--- src/rtl/aes_engine_arbiter.sv ---
// Round-robin arbiter sharing one combinational AES engine between two requesters.
// Optional macro AES_ARB_KEYSIZE_CHECK_EN: bits=3 requests are answered at once with rsp_err=1.
module aes_engine_arbiter #(
  parameter int unsigned WAIT_CYCLES = 4
) (
  input  logic         clock,
  input  logic         reset,
  input  logic         req0_valid,
  output logic         req0_ready,
  input  logic [1:0]   req0_bits,
  input  logic         req0_decrypt,
  input  logic [127:0] req0_data,
  input  logic         req1_valid,
  output logic         req1_ready,
  input  logic [1:0]   req1_bits,
  input  logic         req1_decrypt,
  input  logic [127:0] req1_data,
  output logic [1:0]   eng_bits,
  output logic         eng_decrypt,
  output logic [127:0] eng_data,
  input  logic [127:0] eng_result,
  output logic         rsp_valid,
  output logic         rsp_id,
  output logic [127:0] rsp_data,
  output logic         rsp_err,
  input  logic         rsp_ready
);

  typedef enum logic [1:0] {IDLE, WAIT, RESP} state_t;

  state_t         state_q, state_d;
  logic [7:0]     cnt_q, cnt_d;
  logic           last_grant_q, last_grant_d;
  logic           id_q, id_d;
  logic [1:0]     eng_bits_q, eng_bits_d;
  logic           eng_decrypt_q, eng_decrypt_d;
  logic [127:0]   eng_data_q, eng_data_d;
  logic           rsp_valid_q, rsp_valid_d;
  logic [127:0]   rsp_data_q, rsp_data_d;
`ifdef AES_ARB_KEYSIZE_CHECK_EN
  logic           rsp_err_q, rsp_err_d;
`endif

  logic           grant;
  logic           take;
  logic [1:0]     sel_bits;
  logic           sel_decrypt;
  logic [127:0]   sel_data;

  // Lone requester wins; on contention the one not granted last wins.
  always_comb begin
    grant = 1'b0;
    case ({req1_valid, req0_valid})
      2'b01:   grant = 1'b0;
      2'b10:   grant = 1'b1;
      2'b11:   grant = ~last_grant_q;
      default: grant = 1'b0;
    endcase
  end

  assign take        = (state_q == IDLE) && (req0_valid || req1_valid);
  assign req0_ready  = take && !grant;
  assign req1_ready  = take && grant;
  assign sel_bits    = grant ? req1_bits    : req0_bits;
  assign sel_decrypt = grant ? req1_decrypt : req0_decrypt;
  assign sel_data    = grant ? req1_data    : req0_data;

  always_comb begin
    state_d       = state_q;
    cnt_d         = cnt_q;
    last_grant_d  = last_grant_q;
    id_d          = id_q;
    eng_bits_d    = eng_bits_q;
    eng_decrypt_d = eng_decrypt_q;
    eng_data_d    = eng_data_q;
    rsp_valid_d   = rsp_valid_q;
    rsp_data_d    = rsp_data_q;
`ifdef AES_ARB_KEYSIZE_CHECK_EN
    rsp_err_d     = rsp_err_q;
`endif
    case (state_q)
      IDLE: begin
        if (take) begin
          last_grant_d = grant;
          id_d         = grant;
`ifdef AES_ARB_KEYSIZE_CHECK_EN
          // Illegal key size bypasses the engine and leaves its operands untouched.
          if (sel_bits == 2'd3) begin
            state_d     = RESP;
            rsp_valid_d = 1'b1;
            rsp_err_d   = 1'b1;
            rsp_data_d  = '0;
          end else
`endif
          begin
            eng_bits_d    = sel_bits;
            eng_decrypt_d = sel_decrypt;
            eng_data_d    = sel_data;
            cnt_d         = 8'(WAIT_CYCLES - 1);
            state_d       = WAIT;
          end
        end
      end
      WAIT: begin
        if (cnt_q == '0) begin
          state_d     = RESP;
          rsp_valid_d = 1'b1;
          rsp_data_d  = eng_result;
`ifdef AES_ARB_KEYSIZE_CHECK_EN
          rsp_err_d   = 1'b0;
`endif
        end else begin
          cnt_d = cnt_q - 8'd1;
        end
      end
      RESP: begin
        if (rsp_ready) begin
          rsp_valid_d = 1'b0;
          state_d     = IDLE;
        end
      end
      default: state_d = IDLE;
    endcase
  end

  always_ff @(posedge clock or posedge reset) begin
    if (reset) begin
      state_q       <= IDLE;
      cnt_q         <= '0;
      last_grant_q  <= 1'b1;
      id_q          <= 1'b0;
      eng_bits_q    <= '0;
      eng_decrypt_q <= 1'b0;
      eng_data_q    <= '0;
      rsp_valid_q   <= 1'b0;
      rsp_data_q    <= '0;
`ifdef AES_ARB_KEYSIZE_CHECK_EN
      rsp_err_q     <= 1'b0;
`endif
    end else begin
      state_q       <= state_d;
      cnt_q         <= cnt_d;
      last_grant_q  <= last_grant_d;
      id_q          <= id_d;
      eng_bits_q    <= eng_bits_d;
      eng_decrypt_q <= eng_decrypt_d;
      eng_data_q    <= eng_data_d;
      rsp_valid_q   <= rsp_valid_d;
      rsp_data_q    <= rsp_data_d;
`ifdef AES_ARB_KEYSIZE_CHECK_EN
      rsp_err_q     <= rsp_err_d;
`endif
    end
  end

  assign eng_bits    = eng_bits_q;
  assign eng_decrypt = eng_decrypt_q;
  assign eng_data    = eng_data_q;
  assign rsp_valid   = rsp_valid_q;
  assign rsp_id      = id_q;
  assign rsp_data    = rsp_data_q;
`ifdef AES_ARB_KEYSIZE_CHECK_EN
  assign rsp_err     = rsp_err_q;
`else
  assign rsp_err     = 1'b0;
`endif

endmodule

--- config.mk ---
export PLATFORM = sky130hd
export DESIGN_NAME = aes_engine_arbiter
export DESIGN_NICKNAME = d
export VERILOG_FILES = /design/src/rtl/aes_engine_arbiter.sv
export SDC_FILE = /design/constraint.sdc
export NUM_CORES = 1
export LEC_CHECK = 0
export ABC_AREA = 1
export BUFFER_PORTS_ARGS = -buffer_cell sky130_fd_sc_hd__buf_2
export CAP_MARGIN = 0
export CORE_AREA = 2 2 258 260
export CTS_BUF_LIST = sky130_fd_sc_hd__clkbuf_4 sky130_fd_sc_hd__clkbuf_8 sky130_fd_sc_hd__clkbuf_16
export CTS_CLUSTER_DIAMETER = 30
export DETAILED_ROUTE_END_ITERATION = 8
export DIE_AREA = 0 0 260 262
export GPL_ROUTABILITY_DRIVEN = 0
export PLACE_DENSITY_LB_ADDON = 0.25
export SYNTH_ARGS = -nofsm -noshare
export SYNTH_HDL_FRONTEND = slang
export SYNTH_SLANG_ARGS = --single-unit
--- constraint.sdc ---
create_clock -name clock -period 19.1 [get_ports clock]
set_clock_uncertainty 0.2 [all_clocks]
set_input_delay 0.955 -clock clock [delete_from_list [all_inputs] [get_ports clock]]
set_output_delay 0.955 -clock clock [all_outputs]
set_load 0.1 [all_outputs]
==> metrics.log, run 1 <==
[metrics] run status: finished, final reports clean
[metrics] total grt overflow: 0
[metrics] summed negative setup slack over all endpoints: 0 ns
[metrics] commonest cells after routing, fill and taps aside: 681 x nand2_1, 657 x buf_2, 271 x dfrtp_1
[metrics] root buffer cell: clkbuf_16
[metrics] Hold Path Class: primary input to asynchronous set/reset pin
[metrics] Slew HR: 26.2%
[metrics] Syn Inst Count: 1350
[metrics] DRT Pass-1 Iters: 7
[metrics] count of filler cells inserted in the layout: 7133
[metrics] Avg Inst Size Synth: 8.41 µm²
[metrics] required time worst endpoint: 17.95 ns
[metrics] sequential cell area fraction in the yosys report: 59.9%
[metrics] most common cell after layout, fill and taps aside: nand2_1
[metrics] number of violations reported at the end of detailed-routing iteration 0: 689
[metrics] synthesized cell area: 11400 µm²
[metrics] average routed wire per standard cell: 16.5 µm
[metrics] number of hold violations in the final report: 0
[metrics] floorplan row count: 94
[metrics] CTS max path bufs: 3
[metrics] count of yosys warnings during synthesis: 0
[metrics] Final Cycle Share: 20.2%
[metrics] peak clock frequency supported by timing: 259 MHz
[metrics] DRC violation count after routing: 0
[metrics] Gates resized, CTS repair: 0
[metrics] Final HPWL DP: 34800 µm
[metrics] vias in the first global route: 12300
[metrics] max-slew violation total from the final report: 0
[metrics] CTS Buf Count: 87
[metrics] y dimension of the die: 262 µm
[metrics] number of antenna violations at the first check in global routing: 14
[metrics] cts-stage hold buffer count: 0
[metrics] setup repair after global routing missed its margin: false
[metrics] wire length of the first global-routing pass: 72300 µm
[metrics] post-synth cell types: 21
[metrics] insertion delay of the later-clocked pin in the worst-skew pair: 0.61 ns
[metrics] overall global routing resource usage: 13.7%
[metrics] largest incremental delay on the critical path: 0.47 ns
[metrics] register clock-pin slew on the reported worst setup and hold paths: 0.04 ns
[metrics] DR vias/cell: 4.05
[metrics] die footprint: 68100 µm²
[metrics] cells along the critical path: nor2_1 > o21ai_4 > buf_4 > a21oi_4 > buf_2
[metrics] category of the worst setup path launch point: flip-flop
[metrics] die width: 260 µm
[metrics] maxcap violations: 0
[metrics] post-route ant nets: 0
[metrics] final core utilization: 28.6%
[metrics] TritonCTS clock tree: yes
[metrics] vias after detailed routing: 12000
[metrics] Setup Crit Path Kind: flip-flop to primary output
[metrics] cell with the largest stage delay on the worst path: buf_2
[metrics] maximum number of pins on one net before global-route repair: 92
[metrics] actual transition at the worst max-transition pin: 1.11 ns
[metrics] Worst Setup End Kind: primary output
[metrics] clock sink count: 272
[metrics] buffers inserted by post-CTS timing repair: 0
[metrics] number of synthesized register bits: 272
[metrics] arrival time at the worst endpoint: 2.70 ns
[metrics] Synth Net Count: 1747
[metrics] Port Buf Inserts: 657
[metrics] largest fanout on the critical path: 50
[metrics] H-tree lvl count: 3
[metrics] number of primary I/O pins: 659
[metrics] routed wire length: 49000 µm
[metrics] setup violation total in the final timing report: 0
[metrics] starting utilization of the core area: 17.4%
[metrics] r2r worst-path depth: 8
[metrics] synth-to-layout area growth: 64.6%
[metrics] ratio of cells with drive above 1 in the final layout: 40.0%
[metrics] number of nets in the finished design: 2421
[metrics] core area: 65300 µm²
[metrics] final critical path time including I/O delays and setup: 3.86 ns
==> cell usage after synthesis <==
| cell type | number | area, µm² |
|---|---|---|
| inv_1 | 10 | 37.5 |
| ha_1 | 2 | 25.0 |
| o21ai_0 | 5 | 25.0 |
| dfrtp_1 | 271 | 6780 |
| buf_4 | 11 | 82.6 |
| xnor2_1 | 1 | 8.76 |
| inv_2 | 1 | 3.75 |
| o21ai_1 | 1 | 5.00 |
| a21oi_4 | 1 | 16.3 |
| a21oi_1 | 1 | 5.00 |
| dfstp_2 | 1 | 26.3 |
| nor2_1 | 14 | 52.6 |
| xor2_1 | 3 | 26.3 |
| clkbuf_1 | 26 | 97.6 |
| buf_1 | 2 | 7.51 |
| buf_2 | 47 | 235 |
| nor2_2 | 2 | 12.5 |
| nand3_1 | 267 | 1340 |
| conb_1 | 1 | 3.75 |
| nand2_1 | 682 | 2560 |
| o31ai_1 | 1 | 7.51 |
==> worst paths after layout <==
| kind | start | endpoint | slack (ns) |
|---|---|---|---|
| hold reg to reg | rsp_data[63] | rsp_data[63] | 0.26 |
| max in group asynchronous | reset | rsp_data[41] | 16.98 |
| min in group clock | rsp_data[63] | rsp_data[63] | 0.26 |
| hold / removal | reset | rsp_data[91] | 0.26 |
| setup / recovery | state_q[0] | req0_ready | 15.24 |
| setup reg to reg | state_q[0] | eng_data[48] | 15.53 |
==> registers in the layout, indices dropped and copies added (netlist names) <==
| register | cells |
|---|---|
| eng_data | 128 |
| last_grant_q | 1 |
| eng_decrypt | 1 |
| eng_bits | 2 |
| rsp_id | 1 |
| cnt_q | 8 |
| rsp_data | 128 |
| state_q | 2 |
| rsp_valid | 1 |
==> per-layer routing <==
| metal | vias to the layer above | routed length, µm | track usage, % |
|---|---|---|---|
| met3 | 136 | 3620 | 3.87 |
| met1 | 5705 | 19200 | 16.4 |
| met2 | 466 | 24300 | 22.4 |
| li1 | 5681 | - | - |
| met4 | 12 | 1800 | 7.12 |
| met5 | - | 80 | 0 |
==> stage by stage <==
step | hold slack [ns] | worst slack [ns] | cell area, µm² | std cells
floorplan | 0.247 | 10.45 | 11400 | 1350
detailed placement | 0.253 | 15.33 | 15400 | 2799
global placement | 0.249 | 15.39 | 15400 | 2799
CTS | 0.252 | 15.11 | 18700 | 2956
finish | 0.256 | 15.24 | 18700 | 2965
global route | 0.277 | 15.08 | 18700 | 2965
==> cell type report <==
type | instances | area [µm²] | share of cell area, %
diodes | 9 | 22.5 | 0.120
clock buffers | 110 | 2410 | 12.9
clock inverters | 47 | 812 | 4.34
inverters | 11 | 51.3 | 0.274
multi-input cells | 981 | 4110 | 22.0
flip-flops and latches | 272 | 6810 | 36.4
well taps | 864 | 1080 | 5.78
repair buffers | 671 | 3390 | 18.2
==> cells by family after synthesis <==
family                   after synthesis  synth area share (%)
AO/OA/AOI/OAI                          9                 0.518
XOR/XNOR                               4                 0.309
adder cells (fa/ha/maj)                2                 0.220
buffers and inverters                 97                  4.09
flip-flops                           272                  59.9
other                                  1                0.0330
AND/OR/NAND/NOR                      965                  34.9
==> critical path: cells and delay by family, from the launching register on <==
family,cells,cell delay (ns)
buffers and inverters,2,0.82
AOI/OAI and AO/OA,2,0.44
and+or+nand+nor,1,0.42
DFF,1,0.40
Power of run 1 is left out: the tool's default activity adds up to more than one toggle a clock period on the data nets, which glitch-free logic cannot reach.
==> inputs of run 2 (changes only) <==
--- a/config.mk
+++ b/config.mk
@@ -8,11 +8,11 @@
 export ABC_AREA = 1
 export BUFFER_PORTS_ARGS = -buffer_cell sky130_fd_sc_hd__buf_2
 export CAP_MARGIN = 0
-export CORE_AREA = 2 2 258 260
+export CORE_AREA = 2 2 254 256
 export CTS_BUF_LIST = sky130_fd_sc_hd__clkbuf_4 sky130_fd_sc_hd__clkbuf_8 sky130_fd_sc_hd__clkbuf_16
 export CTS_CLUSTER_DIAMETER = 30
 export DETAILED_ROUTE_END_ITERATION = 8
-export DIE_AREA = 0 0 260 262
+export DIE_AREA = 0 0 256 258
 export GPL_ROUTABILITY_DRIVEN = 0
 export PLACE_DENSITY_LB_ADDON = 0.25
 export SYNTH_ARGS = -nofsm -noshare
==> constraint.sdc (replaced) <==
create_clock -name clock -period 3.7 [get_ports clock]
set_clock_uncertainty 0.2 [all_clocks]
set_input_delay 0.185 -clock clock [delete_from_list [all_inputs] [get_ports clock]]
set_output_delay 0.185 -clock clock [all_outputs]
set_load 0.1 [all_outputs]
==> metrics.log, run 2 (same netlist as run 1, synthesis figures left out) <==
[metrics] placed cell area: 15600 µm² (+0.79%)
[metrics] setup repair after global routing missed its margin: false
[metrics] worst setup slack before clock tree synthesis: 1.17 ns (-14.16 ns)
[metrics] wire length of the first global-routing pass: 77800 µm (+7.7%)
[metrics] clock sink count: 272 (unchanged)
[metrics] number of nets in the finished design: 2815 (+16%)
[metrics] maximum number of pins on one net before global-route repair: 130 (+41%)
[metrics] ratio of cells with drive above 1 in the final layout: 33.6% (-6.3 points)
[metrics] category of the worst setup path launch point: flip-flop
[metrics] final critical path time including I/O delays and setup: 2.88 ns
[metrics] peak clock frequency supported by timing: 347 MHz
[metrics] number of violations reported at the end of detailed-routing iteration 0: 720 (+4.5%)
[metrics] overall global routing resource usage: 14.7% (+0.99 points)
[metrics] actual transition at the worst max-transition pin: 0.834 ns (-0.273 ns)
[metrics] Final Cycle Share: 77.8%
[metrics] root buffer cell: clkbuf_16
[metrics] crit path setup slack, layout: 0.821 ns (-14.42 ns)
[metrics] floorplan row count: 93 (-1.1%)
[metrics] Worst Setup End Kind: flip-flop
[metrics] core area: 63600 µm² (-2.5%)
[metrics] most common cell after layout, fill and taps aside: nand2_1
[metrics] commonest cells after routing, fill and taps aside: 681 x nand2_1, 657 x buf_2, 393 x dlygate4sd3_1
[metrics] CTS max path bufs: 3 (unchanged)
[metrics] Slew HR: 44.4% (+18 points)
[metrics] register clock-pin slew on the reported worst setup and hold paths: 0.04 ns (about the same)
[metrics] average routed wire per standard cell: 14.9 µm (-10%)
[metrics] Min-Delay Path Depth: 3
[metrics] vias in the first global route: 14383 (+17%)
[metrics] largest fanout on the critical path: 99 (+98%)
[metrics] buffers inserted by post-CTS timing repair: 0 (unchanged)
[metrics] TritonCTS clock tree: yes
[metrics] run status: finished, final reports clean
[metrics] Final HPWL DP: 33300 µm (-4.4%)
[metrics] die footprint: 66000 µm² (-3.0%)
[metrics] DRC violation count after routing: 0 (unchanged)
[metrics] y dimension of the die: 258 µm (-1.5%)
[metrics] maxcap violations: 0 (unchanged)
[metrics] DRT Pass-1 Iters: 5 (-2)
[metrics] post-route ant nets: 0 (unchanged)
[metrics] H-tree lvl count: 3 (unchanged)
[metrics] Setup Crit Path Kind: flip-flop to flip-flop
[metrics] final design area excluding fillers: 22500 µm² (+20%)
[metrics] vias after detailed routing: 13572 (+13%)
[metrics] number of primary I/O pins: 659 (unchanged)
[metrics] insertion delay of the later-clocked pin in the worst-skew pair: 0.61 ns (about the same)
[metrics] CTS Buf Count: 83 (-4.6%)
[metrics] r2r worst-path depth: 7 (-1)
[metrics] die width: 256 µm (-1.5%)
[metrics] DR vias/cell: 4.05 (+0.16%)
[metrics] setup violation total in the final timing report: 0 (unchanged)
[metrics] required time worst endpoint: 4.02 ns (-13.93 ns)
[metrics] Hold Path Class: primary input to flip-flop
[metrics] number of antenna violations at the first check in global routing: 8 (-6)
[metrics] number of hold violations in the final report: 0 (unchanged)
[metrics] max-slew violation total from the final report: 0 (unchanged)
[metrics] routed wire length: 49800 µm (+1.6%)
[metrics] Port Buf Inserts: 657 (unchanged)
[metrics] total grt overflow: 0 (unchanged)
[metrics] arrival time at the worst endpoint: 3.20 ns (+0.50 ns)
[metrics] starting utilization of the core area: 17.8% (+0.44 points)
[metrics] synth-to-layout area growth: 97.8%
## run 2: worst paths after layout
path	start	endpoint	slack, ns
setup / recovery	state_q[0]	eng_data[49]	0.82
hold / removal	req0_valid	state_q[0]	0.05
setup reg to reg	state_q[0]	eng_data[49]	0.82
hold reg to reg	rsp_data[60]	rsp_data[60]	0.26
max in group asynchronous	reset	rsp_data[47]	1.77
min in group asynchronous	reset	rsp_data[64]	0.60
## run 2: routing by layer
layer	global-route usage (%)	routed length, µm
met3	4.03	3180
met5	0	0
met2	24.4	24400
met4	9.49	3010
met1	16.7	19200
## run 2: stage by stage
stage | util, % | setup TNS, ns | cells | hold WS [ns]
6_report | 35.3 | 0 | 3348 | 0.0529
5_1_grt | 35.3 | 0 | 3348 | 0.101
4_1_cts | 35.3 | 0 | 3340 | 0.0520
3_5_place_dp | 24.5 | 0 | 2795 | 0.0851
3_3_place_gp | 24.5 | 0 | 2795 | 0.0938
2_1_floorplan | - | -75.77 | 1350 | 0.0713
## run 2: layout make-up
class,count,area [µm²]
Antenna cell,8,20.0
Clock buffer,117,2460
Clock inverter,35,480
Fill cell,6603,41200
Inverter,11,47.5
Multi-Input combinational cell,981,4110
Sequential cell,272,6810
Tap cell,855,1070
Timing Repair Buffer,1069,7460
## run 2: timing repair
action / 4_1_cts / 5_1_grt
endpoints found under the hold margin: 360 / 0
hold buffers: 393 / 0
gates resized for setup: 0 / 0
## run 2: worst max-delay path, cell delays in order, from the launching register on
cell,delay (ns)
dfrtp_1,0.40
nor2_1,0.18
o21ai_4,0.22
nor2_4,0.41
buf_12,0.35
nand2_1,0.16
nand3_1,0.14
dlygate4sd3_1,0.55
Power of run 2 is left out for the same reason.
==> inputs of run 3 (changes only) <==
==> constraint.sdc (replaced) <==
create_clock -name clock -period 2.9 [get_ports clock]
set_clock_uncertainty 0.2 [all_clocks]
set_input_delay 0.145 -clock clock [delete_from_list [all_inputs] [get_ports clock]]
set_output_delay 0.145 -clock clock [all_outputs]
set_load 0.1 [all_outputs]
==> metrics.log, run 3 (same netlist as run 1, synthesis figures left out) <==
[metrics] Min-Delay Path Depth: 5 (+2)
[metrics] Worst Min Path Start: req1_valid
[metrics] worst setup slack before clock tree synthesis: 0.655 ns (-0.517 ns)
[metrics] capture point of the worst reg-to-reg path: eng_data[82]
[metrics] DRC violation count after routing: 0 (unchanged)
[metrics] start of the worst register-to-register path: state_q[0]
[metrics] starting utilization of the core area: 17.8% (unchanged)
[metrics] crit path setup slack, layout: 0.134 ns (-0.687 ns)
[metrics] post-layout instance count excluding filler cells: 3355 (+0.21%)
[metrics] # placed instances: 2796 (+0.036%)
[metrics] length of routed wiring on met1: 19500 µm (+1.4%)
[metrics] vias in the first global route: 14224 (-1.1%)
[metrics] cts-stage hold buffer count: 407 (+3.6%)
[metrics] average routed wire per standard cell: 14.8 µm (-0.62%)
[metrics] buffers inserted by post-CTS timing repair: 0 (unchanged)
[metrics] core area: 63600 µm² (unchanged)
[metrics] max-slew violation total from the final report: 0 (unchanged)
[metrics] met2 WL: 24800 µm (+1.6%)
[metrics] number of hold violations in the final report: 0 (unchanged)
[metrics] run status: finished, final reports clean
[metrics] peak clock frequency supported by timing: 362 MHz (+4.1%)
[metrics] clock sink count: 272 (unchanged)
[metrics] overall global routing resource usage: 14.5% (-0.20 points)
[metrics] required time worst endpoint: 3.20 ns (-0.82 ns)
[metrics] root buffer cell: clkbuf_16
[metrics] setup violation total in the final timing report: 0 (unchanged)
[metrics] final critical path time including I/O delays and setup: 2.77 ns (-0.113 ns)
[metrics] Worst Setup End Kind: flip-flop
[metrics] arrival time at the worst endpoint: 3.07 ns (-0.13 ns)
[metrics] die footprint: 66000 µm² (unchanged)
[metrics] floorplan row count: 93 (unchanged)
[metrics] post-route ant nets: 0 (unchanged)
[metrics] Slew HR: 56.6% (+12 points)
[metrics] Hold Path Class: primary input to flip-flop
[metrics] largest fanout on the critical path: 13 (-87%)
[metrics] Top Metal Used: met4
[metrics] actual transition at the worst max-transition pin: 0.655 ns (-0.179 ns)
[metrics] ratio of cells with drive above 1 in the final layout: 33.3% (-0.35 points)
[metrics] die width: 256 µm (unchanged)
[metrics] Final HPWL DP: 32700 µm (-2.0%)
[metrics] DR vias/cell: 4.04 (-0.39%)
[metrics] TritonCTS clock tree: yes
[metrics] Setup Crit Path Kind: flip-flop to flip-flop
[metrics] number of nets in the finished design: 2828 (+0.46%)
[metrics] total grt overflow: 0 (unchanged)
[metrics] number of primary I/O pins: 659 (unchanged)
[metrics] H-tree lvl count: 3 (unchanged)
[metrics] vias after detailed routing: 13548 (-0.18%)
[metrics] CTS Buf Count: 81 (-2.4%)
[metrics] Port Buf Inserts: 657 (unchanged)
[metrics] insertion delay of the later-clocked pin in the worst-skew pair: 0.60 ns (about the same)
[metrics] met3 WL post-DR: 3010 µm (-5.3%)
[metrics] maxcap violations: 0 (unchanged)
[metrics] r2r worst-path depth: 8 (+1)
[metrics] Final Cycle Share: 95.4% (+18 points)
[metrics] wire length of the first global-routing pass: 77000 µm (-1.1%)
[metrics] maximum number of pins on one net before global-route repair: 121 (-6.9%)
[metrics] number of violations reported at the end of detailed-routing iteration 0: 741 (+2.9%)
[metrics] routed wire length: 49600 µm (-0.41%)
[metrics] setup repair after global routing missed its margin: false
[metrics] hold path endpoint: last_grant_q
[metrics] category of the worst setup path launch point: flip-flop
[metrics] commonest cells after routing, fill and taps aside: 681 x nand2_1, 655 x buf_2, 407 x dlygate4sd3_1
[metrics] r2r setup slk: 0.13 ns (-0.69 ns)
[metrics] most common cell after layout, fill and taps aside: nand2_1
[metrics] CTS max path bufs: 3 (unchanged)
[metrics] summed negative setup slack over all endpoints: 0 ns (unchanged)
[metrics] y dimension of the die: 258 µm (unchanged)
[metrics] register clock-pin slew on the reported worst setup and hold paths: 0.04 ns (about the same)
[metrics] number of antenna violations at the first check in global routing: 7 (-1)
[metrics] synth-to-layout area growth: 99.2%
[metrics] Gates resized, CTS repair: 0 (unchanged)
[metrics] DRT Pass-1 Iters: 7 (+2)
-- run 3: final cells by class --
cell class	instances	area, µm²
Fill cell	6583	41000
Multi-Input combinational cell	981	4110
Clock inverter	34	531
Sequential cell	272	6810
Clock buffer	111	2340
Tap cell	855	1070
Inverter	11	47.5
Antenna cell	7	17.5
Timing Repair Buffer	1084	7690
-- run 3: how the worst max path moves through the flow --
stage                          start            to  slack [ns]  cells after the start
after global routing      state_q[0]  eng_data[90]       0.004                      8
final                     state_q[0]  eng_data[82]        0.13                      8
after floorplan                reset      cnt_q[0]       -1.04                      1
after global placement      cnt_q[0]      cnt_q[7]        0.64                      8
after CTS                 state_q[0]    req0_ready        0.12                      5
after detailed placement    cnt_q[0]      cnt_q[7]        0.65                      8
-- run 3: metrics by stage --
stage	cell area [µm²]	hold WS [ns]	util, %
after floorplan	11400	0.0313	-
after global placement	15700	0.00797	24.6
after detailed placement	15700	0.0144	24.6
after CTS	22600	0.0226	35.5
after global routing	22600	0.0802	35.5
final	22600	0.0592	35.5
-- run 3: worst max-delay path, cell delays in order (launching register included) --
cell	delay, ns
dfrtp_1	0.40
nor2_1	0.25
o21ai_4	0.16
a21oi_4	0.17
buf_4	0.23
nand2_1	0.07
dlygate4sd3_1	0.55
nand3_1	0.07
dlygate4sd3_1	0.57
-- run 3: routing by layer --
| metal | GRT usage [%] | vias to the layer above |
|---|---|---|
| met1 | 16.6 | 6395 |
| met2 | 24.8 | 519 |
| met4 | 8.02 | 0 |
| met5 | 0 | - |
| met3 | 3.70 | 144 |
| li1 | - | 6490 |
Power of run 3 is left out for the same reason.
